--- src/rtl/iq_readout_sched_pkg.sv ---
// Shared constants, types and frame helpers for the IQ readout scheduler.
// Frames are stored left-aligned so the bus always shifts out bits [127:120].
package iq_readout_sched_pkg;

  localparam int DATA_W       = 32;
  localparam int FRAME_W      = 128;
  localparam int FIFO_DEPTH   = 4;
  localparam int PTR_W        = 2;
  localparam int CNT_W        = 3;
  localparam int BYTES_PER_CH = 8;
  localparam int LEN_W        = 5;

  typedef enum logic [1:0] {
    ST_IDLE    = 2'd0,
    ST_SEND    = 2'd1,
    ST_ADVANCE = 2'd2
  } rd_state_e;

  typedef logic [FRAME_W-1:0] frame_t;

  // Per channel Q precedes I, RX1 precedes RX2; a single channel occupies the top half.
  function automatic frame_t pack_frame(input logic en1, input logic en2,
                                        input logic signed [DATA_W-1:0] i1,
                                        input logic signed [DATA_W-1:0] q1,
                                        input logic signed [DATA_W-1:0] i2,
                                        input logic signed [DATA_W-1:0] q2);
    if (en1 && en2) return {q1, i1, q2, i2};
    else if (en1)   return {q1, i1, 64'b0};
    else            return {q2, i2, 64'b0};
  endfunction

  function automatic logic [LEN_W-1:0] frame_len(input logic en1, input logic en2);
    return (en1 && en2) ? LEN_W'(2 * BYTES_PER_CH) : LEN_W'(BYTES_PER_CH);
  endfunction

endpackage

--- src/rtl/iq_frame_fifo.sv ---
// 4-entry synchronous frame FIFO with first-word fall-through output.
// A pop on a full FIFO frees the slot, so a push in the same cycle is accepted.
module iq_frame_fifo
  import iq_readout_sched_pkg::*;
(
  input  logic             clk_in,
  input  logic             rst_n,
  input  logic             push,
  input  logic             pop,
  input  frame_t           din,
  output frame_t           dout,
  output logic             full,
  output logic             empty,
  output logic [CNT_W-1:0] count
);

  frame_t           mem_q [FIFO_DEPTH];
  logic [PTR_W-1:0] wr_ptr_q, wr_ptr_d;
  logic [PTR_W-1:0] rd_ptr_q, rd_ptr_d;
  logic [CNT_W-1:0] cnt_q, cnt_d;
  logic             do_push, do_pop;

  always_comb begin
    full     = (cnt_q == CNT_W'(FIFO_DEPTH));
    empty    = (cnt_q == '0);
    do_pop   = pop && !empty;
    do_push  = push && (!full || do_pop);
    wr_ptr_d = do_push ? wr_ptr_q + PTR_W'(1) : wr_ptr_q;
    rd_ptr_d = do_pop  ? rd_ptr_q + PTR_W'(1) : rd_ptr_q;
    cnt_d    = cnt_q + CNT_W'(do_push) - CNT_W'(do_pop);
    dout     = mem_q[rd_ptr_q];
    count    = cnt_q;
  end

  always_ff @(posedge clk_in) begin
    if (!rst_n) begin
      wr_ptr_q <= '0;
      rd_ptr_q <= '0;
      cnt_q    <= '0;
    end else begin
      wr_ptr_q <= wr_ptr_d;
      rd_ptr_q <= rd_ptr_d;
      cnt_q    <= cnt_d;
    end
  end

  always_ff @(posedge clk_in) begin
    if (do_push) mem_q[wr_ptr_q] <= din;
  end

endmodule

--- src/rtl/iq_readout_sched.sv ---
// Assembles RX1/RX2 IQ samples into frames, queues them, and serialises the
// head frame onto the MCU byte bus one byte per rd_strobe.
module iq_readout_sched
  import iq_readout_sched_pkg::*;
(
  input  logic                     clk_in,
  input  logic                     rst_n,
  input  logic                     rx1_en,
  input  logic                     rx2_en,
  input  logic                     rx1_valid,
  input  logic                     rx2_valid,
  input  logic signed [DATA_W-1:0] rx1_i,
  input  logic signed [DATA_W-1:0] rx1_q,
  input  logic signed [DATA_W-1:0] rx2_i,
  input  logic signed [DATA_W-1:0] rx2_q,
  input  logic                     rd_start,
  input  logic                     rd_strobe,
  input  logic                     clr_flags,
  output logic [7:0]               byte_out,
  output logic                     byte_oe,
  output logic [CNT_W-1:0]         frame_cnt,
  output logic                     overflow,
  output logic                     underrun,
  output logic                     busy
);

  logic signed [DATA_W-1:0] rx1_i_hold_q, rx1_i_hold_d, rx1_q_hold_q, rx1_q_hold_d;
  logic signed [DATA_W-1:0] rx2_i_hold_q, rx2_i_hold_d, rx2_q_hold_q, rx2_q_hold_d;
  logic pend1_q, pend1_d, pend2_q, pend2_d, en1_q, en2_q;
  logic ovf_q, ovf_d, und_q, und_d;
  logic en_chg, push, pop;
  rd_state_e state_q, state_d;
  frame_t shift_q, shift_d, last_q, last_d, load_frame, fifo_dout;
  logic [LEN_W-1:0] rem_q, rem_d;
  logic fifo_full, fifo_empty;

  iq_frame_fifo u_fifo (
    .clk_in (clk_in),
    .rst_n  (rst_n),
    .push   (push),
    .pop    (pop),
    .din    (pack_frame(rx1_en, rx2_en, rx1_i_hold_q, rx1_q_hold_q, rx2_i_hold_q, rx2_q_hold_q)),
    .dout   (fifo_dout),
    .full   (fifo_full),
    .empty  (fifo_empty),
    .count  (frame_cnt)
  );

  // A frame is pushed the cycle after its last channel goes pending; a fresh
  // strobe in that same cycle starts the next frame. Enable edges drop partials.
  always_comb begin
    en_chg       = (rx1_en != en1_q) || (rx2_en != en2_q);
    push         = (rx1_en || rx2_en) && (!rx1_en || pend1_q) && (!rx2_en || pend2_q) && !en_chg;
    rx1_i_hold_d = rx1_i_hold_q;
    rx1_q_hold_d = rx1_q_hold_q;
    rx2_i_hold_d = rx2_i_hold_q;
    rx2_q_hold_d = rx2_q_hold_q;
    pend1_d      = pend1_q && !push;
    pend2_d      = pend2_q && !push;
    if (rx1_en && rx1_valid) begin
      rx1_i_hold_d = rx1_i;
      rx1_q_hold_d = rx1_q;
      pend1_d      = 1'b1;
    end
    if (rx2_en && rx2_valid) begin
      rx2_i_hold_d = rx2_i;
      rx2_q_hold_d = rx2_q;
      pend2_d      = 1'b1;
    end
    if (en_chg) begin
      pend1_d = 1'b0;
      pend2_d = 1'b0;
    end
  end

  // An empty FIFO replays the last frame sent.
  always_comb begin
    pop        = rd_start && !fifo_empty;
    load_frame = fifo_empty ? last_q : fifo_dout;
    shift_d    = shift_q;
    rem_d      = rem_q;
    last_d     = last_q;
    if (rd_start) begin
      shift_d = load_frame;
      rem_d   = frame_len(rx1_en, rx2_en);
      last_d  = load_frame;
    end else if (rd_strobe && state_q != ST_IDLE && rem_q != '0) begin
      shift_d = shift_q << 8;
      rem_d   = rem_q - LEN_W'(1);
    end
    ovf_d = (push && fifo_full && !pop) || (ovf_q && !clr_flags);
    und_d = (rd_start && fifo_empty)    || (und_q && !clr_flags);
  end

  always_comb begin
    state_d = state_q;
    if (rd_start) state_d = ST_SEND;
    else begin
      case (state_q)
        ST_IDLE:    state_d = ST_IDLE;
        ST_SEND:    if (rd_strobe) state_d = ST_ADVANCE;
        ST_ADVANCE: if (rem_q == '0)   state_d = ST_IDLE;
                    else if (!rd_strobe) state_d = ST_SEND;
        default:    state_d = ST_IDLE;
      endcase
    end
  end

  // ADVANCE with no bytes left is the one-cycle drain back to IDLE, bus released.
  always_comb begin
    byte_oe  = (state_q != ST_IDLE) && (rem_q != '0);
    busy     = byte_oe;
    byte_out = byte_oe ? shift_q[FRAME_W-1 -: 8] : 8'h00;
    overflow = ovf_q;
    underrun = und_q;
  end

  always_ff @(posedge clk_in) begin
    if (!rst_n) state_q <= ST_IDLE;
    else        state_q <= state_d;
  end

  always_ff @(posedge clk_in) begin
    if (!rst_n) begin
      rx1_i_hold_q <= '0;
      rx1_q_hold_q <= '0;
      rx2_i_hold_q <= '0;
      rx2_q_hold_q <= '0;
      pend1_q      <= 1'b0;
      pend2_q      <= 1'b0;
      en1_q        <= 1'b0;
      en2_q        <= 1'b0;
      shift_q      <= '0;
      rem_q        <= '0;
      last_q       <= '0;
      ovf_q        <= 1'b0;
      und_q        <= 1'b0;
    end else begin
      rx1_i_hold_q <= rx1_i_hold_d;
      rx1_q_hold_q <= rx1_q_hold_d;
      rx2_i_hold_q <= rx2_i_hold_d;
      rx2_q_hold_q <= rx2_q_hold_d;
      pend1_q      <= pend1_d;
      pend2_q      <= pend2_d;
      en1_q        <= rx1_en;
      en2_q        <= rx2_en;
      shift_q      <= shift_d;
      rem_q        <= rem_d;
      last_q       <= last_d;
      ovf_q        <= ovf_d;
      und_q        <= und_d;
    end
  end

endmodule

--- config.mk ---
export PLATFORM = sky130hd
export DESIGN_NAME = iq_readout_sched
export DESIGN_NICKNAME = d
export VERILOG_FILES = /design/src/rtl/iq_readout_sched_pkg.sv /design/src/rtl/iq_frame_fifo.sv /design/src/rtl/iq_readout_sched.sv
export SDC_FILE = /design/constraint.sdc
export NUM_CORES = 1
export LEC_CHECK = 0
export CAP_MARGIN = 0
export CORE_MARGIN = 3
export CORE_UTILIZATION = 30
export CTS_CLUSTER_SIZE = 40
export DETAILED_ROUTE_END_ITERATION = 16
export PLACE_DENSITY = 0.5
export SLEW_MARGIN = 20
export SYNTH_ARGS = -nofsm -noshare
export SYNTH_HDL_FRONTEND = slang
export SYNTH_SLANG_ARGS = --single-unit
--- constraint.sdc ---
create_clock -name clk_in -period 10 [get_ports clk_in]
set_input_delay 3 -clock clk_in [delete_from_list [all_inputs] [get_ports clk_in]]
set_output_delay 3 -clock clk_in [all_outputs]
set_load 0.05 [all_outputs]
==> results.py, run 1 <==
metrics = {
    "synthesis": {
        "synthCells": 2788,
        "synthDistinctLibCells": 38,
        "ys_ff_latch": 918,
        "seq_area_frac_synth": 0.656,
        "syn-cell-area_um2": 35800,
        "synth_flop_cell": "edfxtp_1",
        "synth.avg_cell_area_um2": 12.8,
        "synth-edff-count": 512,
        "syn_nets": 2936,
        "ys_warn_count": 0,
        "synthArstFlopShare": 0,
    },
    "power_and_ir_drop": {
        "powerDensity_nw_per_um2": 248,
        "finalPower_mw": 10.4,
        "leakage_nw": 15.0,
        "ir_drop_v": 0.000147,
    },
    "clock_tree": {
        "cts-resized-gates": 0,
        "cts_tree": "built",
        "cts.path.max_buffers": 3,
        "cts_setup_buffers": 0,
        "clock-sinks": 918,
        "hold_buffers": 0,
        "cts.htree.levels": 3,
        "clk_root_buffer_cell": "clkbuf_16",
        "clock_latency_ns": 0.67,
        "cts-buffers-inserted": 99,
        "clkTransAtPathRegs_ns": 0.06,
    },
    "status": {
        "status": "completed",
    },
    "floorplanning": {
        "start_util": 0.303,
        "die-width_um": 352,
        "ios": 152,
        "die_h_um": 352,
        "num_rows": 126,
        "dieArea_um2": 124000,
        "core_um2": 118000,
    },
    "critical_path": {
        "crit_path_start_kind": "flop",
        "path_class": "reg2out",
        "cp_data_arrival_time_ns": 3.35,
        "cp_max_fo": 9,
        "cp-end-kind": "output pin",
        "reg2reg_setup_slack_ns": 5.83,
        "cp_data_required_time_ns": 7.00,
    },
    "sta": {
        "setup_ws_ns": 3.65,
        "slew_violations": 0,
        "setup-tns-final_ns": 0,
        "tightest_slew_ns": 1.13,
        "setup_violations": 0,
        "rsz0062_at_grt": "no",
        "final_hold_viol_count": 0,
        "skew_ns": 0.0302,
        "finalCritPeriodShare": 0.635,
        "max_freq_mhz": 157,
        "period_needed_ns": 6.35,
        "maxSlewHeadroom": 0.246,
    },
    "routing": {
        "drtPass1Iterations": 5,
        "via_count": 22086,
        "drc": 0,
        "via_per_inst": 4.94,
        "routedWlPerCell_um": 21.1,
        "finalWirelength_um": 94200,
        "antenna_left": 0,
        "drt_iter0_drc": 1767,
    },
    "placement": {
        "dpl.hpwl_um": 55000,
        "place_congestion": 0.733,
        "place_ws_ns": 3.47,
        "port_buffers": 151,
    },
    "finish": {
        "final_common_cell": "nand2_1",
        "final_cell_mix": "642 x nand2_1, 512 x edfxtp_1, 404 x dfxtp_1",
        "syn2layout_area_growth_pct": 17.2,
        "drive_gt1_frac": 0.133,
        "nNetsFinal": 2992,
        "num_antenna_cells": 0,
    },
    "global_route": {
        "first_global_vias": 22102,
        "antenna_found_initial": 2,
        "grt_max_degree": 221,
        "grtUsageTotal": 0.150,
        "grt_pass1_wl_um": 142000,
        "grt_overflow": 0,
    },
    "run": {
        "max_cap_violations": 0,
    },
    "hold_path": {
        "hp-class": "reg2reg",
    },
}
[worst paths after layout]
| check | to | start | cells past startpoint |
|---|---|---|---|
| setup reg to reg | last_q[89] | u_fifo.count[1] | 7 |
| hold reg to reg | rx1_q_hold_q[18] | rx1_q_hold_q[18] | 2 |
| hold / removal | rx1_q_hold_q[18] | rx1_q_hold_q[18] | 2 |
| setup / recovery | byte_out[0] | rem_q[0] | 7 |
[final cells by class]
cell class              count  area, um2
clock buffers             141       2820
clock inverters            47        526
fillers                 11486      76200
inverters                  13       63.8
multi-input cells        1632      11400
flip-flops and latches    918      23500
well taps                1536       1920
repair buffers            180       1780
[sequential cells by signal, indices dropped and copies added, names as in the netlist, 2 cells and up, named ones only]
signal,flops
last_q,128
rem_q,5
rx1_i_hold_q,32
rx1_q_hold_q,32
rx2_i_hold_q,32
rx2_q_hold_q,32
shift_q,128
state_q,2
u_fifo.count,3
u_fifo.mem_q,512
u_fifo.rd_ptr_q,2
u_fifo.wr_ptr_q,2
[cells by family after synthesis]
logic type | count (synthesis) | synth area share
AOI/OAI and AO/OA | 520 | 0.0862
DFF | 918 | 0.656
and+or+nand+nor | 780 | 0.0895
buffers and inverters | 238 | 0.0277
muxes | 314 | 0.135
xor gates and xnor gates | 7 | 0.00171
adders and majority gates | 11 | 0.00405
[where the power goes]
| part | leakage, nW | internal (mW) | switching [mW] |
|---|---|---|---|
| clock network | 1.63 | 2.22 | 1.51 |
| registers | 8.30 | 4.28 | 0.254 |
| logic | 5.11 | 0.804 | 1.32 |
| total | 15.0 | 7.31 | 3.08 |
[per-stage QoR]
stage	instance area, um2	utilization	instances	hold WS [ns]
3_3_place_gp	38600	0.327	4279	0.440
5_1_grt	42000	0.355	4467	0.465
2_1_floorplan	35800	-	2788	0.433
6_report	42000	0.355	4467	0.453
3_5_place_dp	38600	0.327	4279	0.446
4_1_cts	42000	0.355	4467	0.455
[synthesized netlist by cell type (2+ instances only)]
cell / instances / share of area
ha_1: 10 / 0.0035
and2_1: 20 / 0.0035
inv_1: 11 / 0.0012
nor3_1: 2 / 0.00028
nand2_1: 645 / 0.068
a31oi_1: 8 / 0.0014
xor2_1: 3 / 0.00073
mux4_2: 128 / 0.080
mux2i_1: 122 / 0.034
nor2b_1: 2 / 0.00035
buf_2: 15 / 0.0021
dfxtp_1: 406 / 0.23
a221oi_1: 120 / 0.029
edfxtp_1: 512 / 0.43
buf_4: 9 / 0.0019
buf_1: 9 / 0.00094
and3_1: 67 / 0.012
clkbuf_1: 188 / 0.020
xnor2_1: 4 / 0.00098
a22oi_1: 2 / 0.00042
nand3_1: 25 / 0.0035
o21ai_0: 3 / 0.00042
nor2_1: 15 / 0.0016
a21oi_1: 382 / 0.053
mux2_2: 64 / 0.020
buf_8: 4 / 0.0017
[critical path, cell delays in order (launching register included)]
cell             delay, ns
dfxtp_1               0.36
inv_1                 0.06
ha_1                  0.22
or4b_1                0.38
nor2b_1               0.34
buf_4                 0.28
and2_1                0.23
clkdlybuf4s50_1       0.82
[layer usage]
metal	track usage	routed length (um)	part of all wire
met3	0.0213	3620	0.038
met4	0.0400	1730	0.018
met2	0.244	44500	0.47
met1	0.211	44400	0.47
met5	0	13	0.00014
No activity file was read; power rests on OpenSTA's default activity.
==> run 2: changes to the inputs <==
==> constraint.sdc (replaced) <==
create_clock -name clk_in -period 5.9 [get_ports clk_in]
set_input_delay 1.77 -clock clk_in [delete_from_list [all_inputs] [get_ports clk_in]]
set_output_delay 1.77 -clock clk_in [all_outputs]
set_load 0.05 [all_outputs]
==> results.py, run 2 (synthesis gave the netlist of run 1 again) <==
metrics = {
    "hold_path": {
        "min_delay_path_depth": 2,
        "hold_path_end": "rx1_q_hold_q[6]",
        "hp-start": "rx1_q_hold_q[6]",
        "hp-class": "reg2reg",
    },
    "routing": {
        "routedWlPerCell_um": 20.7,
        "antenna_left": 0,
        "drt_iter0_drc": 1577,
        "via_per_inst": 4.93,
        "via_count": 22092,
        "drtPass1Iterations": 5,
        "finalWirelength_um": 92500,
        "drc": 0,
    },
    "power_and_ir_drop": {
        "powerDensity_nw_per_um2": 413,
        "ir_drop_v": 0.000442,
        "leakage_nw": 15.1,
    },
    "floorplanning": {
        "ios": 152,
        "core_um2": 118000,
        "die-width_um": 352,
        "num_rows": 126,
        "dieArea_um2": 124000,
        "start_util": 0.303,
        "die_h_um": 352,
    },
    "critical_path": {
        "cp_data_required_time_ns": 4.13,
        "slowest_stage": "clkdlybuf4s50_1",
        "reg2regPathDepth": 6,
        "cp_max_fo": 10,
        "slowest_delay_ns": 0.80,
        "cp_data_arrival_time_ns": 3.34,
        "worstReg2RegEnd": "last_q[87]",
        "cp-end-kind": "output pin",
        "r2r_start": "u_fifo.count[1]",
        "crit_path_start_kind": "flop",
        "path_class": "reg2out",
        "path_cells": "inv_1 > ha_1 > or4b_1 > nor2b_2 > and2_1 > clkdlybuf4s50_1",
        "reg2reg_setup_slack_ns": 2.67,
        "crit_buf_inv": 2,
        "worst-path-stages": 6,
        "cp_top_family": "simple AND/OR/NAND/NOR gates",
    },
    "run": {
        "max_cap_violations": 0,
    },
    "clock_tree": {
        "cts-resized-gates": 0,
        "hold_buffers": 0,
        "cts_setup_buffers": 0,
        "cts.path.max_buffers": 3,
        "cts_tree": "built",
        "clock-sinks": 918,
        "clock_latency_ns": 0.67,
        "clkTransAtPathRegs_ns": 0.06,
        "cts-buffers-inserted": 100,
        "clk_root_buffer_cell": "clkbuf_16",
        "cts.htree.levels": 3,
    },
    "finish": {
        "fin_cells": 4479,
        "syn2layout_area_growth_pct": 17.5,
        "final_common_cell": "nand2_1",
        "final_cell_mix": "642 x nand2_1, 512 x edfxtp_1, 404 x dfxtp_1",
        "drive_gt1_frac": 0.135,
        "nNetsFinal": 3003,
        "largest_reg_flops": 512,
        "largest-register": "u_fifo.mem_q",
        "num_antenna_cells": 0,
        "top_regs": "u_fifo.mem_q: 512 flops, last_q: 128 flops, shift_q: 128 flops",
    },
    "global_route": {
        "grt_pass1_wl_um": 140000,
        "first_global_vias": 22017,
        "grt_max_degree": 130,
        "grtUsageTotal": 0.148,
        "antenna_found_initial": 1,
        "grt_overflow": 0,
    },
    "sta": {
        "maxSlewHeadroom": 0.302,
        "whs_ns": 0.451,
        "slew_violations": 0,
        "period_needed_ns": 5.11,
        "setup_violations": 0,
        "finalCritPeriodShare": 0.865,
        "setup-tns-final_ns": 0,
        "final_hold_viol_count": 0,
        "rsz0062_at_grt": "no",
        "skew_ns": 0.0351,
        "max_freq_mhz": 196,
        "tightest_slew_ns": 1.05,
    },
    "placement": {
        "dpl.hpwl_um": 55000,
        "place_congestion": 0.725,
        "port_buffers": 151,
        "dp_cells": 4289,
    },
    "status": {
        "status": "completed",
    },
}
==> run 2: worst max-delay path by stage <==
stage,endpoint,startpoint
after floorplan,u_fifo.mem_q[0][0],rx1_en
after global placement,byte_out[1],rem_q[0]
after detailed placement,byte_out[1],rem_q[0]
after CTS,byte_out[3],rem_q[0]
after global routing,byte_out[4],rem_q[0]
final,byte_out[3],rem_q[0]
==> run 2: area by class of cell <==
type | instances | area [um2]
Timing Repair Buffer | 190 | 1970
Clock buffer | 143 | 2890
Clock inverter | 47 | 340
Inverter | 13 | 63.8
Tap cell | 1536 | 1920
Fill cell | 11529 | 76200
Multi-Input combinational cell | 1632 | 11400
Sequential cell | 918 | 23500
==> run 2: worst min-delay path, stage by stage (launching register included) <==
cell	delay (ns)
dfxtp_1	0.31
nand2_1	0.05
a21oi_1	0.05
==> run 2: layer usage <==
metal | GRT usage | routed length [um] | vias up
li1 | - | - | 10412
met1 | 0.210 | 43600 | 11179
met2 | 0.238 | 43500 | 412
met3 | 0.0223 | 3700 | 89
met4 | 0.0391 | 1700 | 0
met5 | 0 | 0 | -
==> run 2: report_power, final <==
part / leakage (nW) / switching, mW / internal [mW]
Sequential: 8.30 / 0.441 / 7.26
Combinational: 5.20 / 2.21 / 1.39
Clock: 1.58 / 2.55 / 3.54
Total: 15.1 / 5.20 / 12.2
==> run 2: metrics by stage <==
step	power [mW]	setup slack (ns)	cell area, um2	utilization
2_1_floorplan	10.2	1.13	35800	-
3_3_place_gp	11.5	1.12	38800	0.329
3_5_place_dp	11.5	1.09	38800	0.329
4_1_cts	17.6	0.326	42100	0.356
5_1_grt	18.2	0.622	42100	0.356
6_report	17.4	0.795	42100	0.356
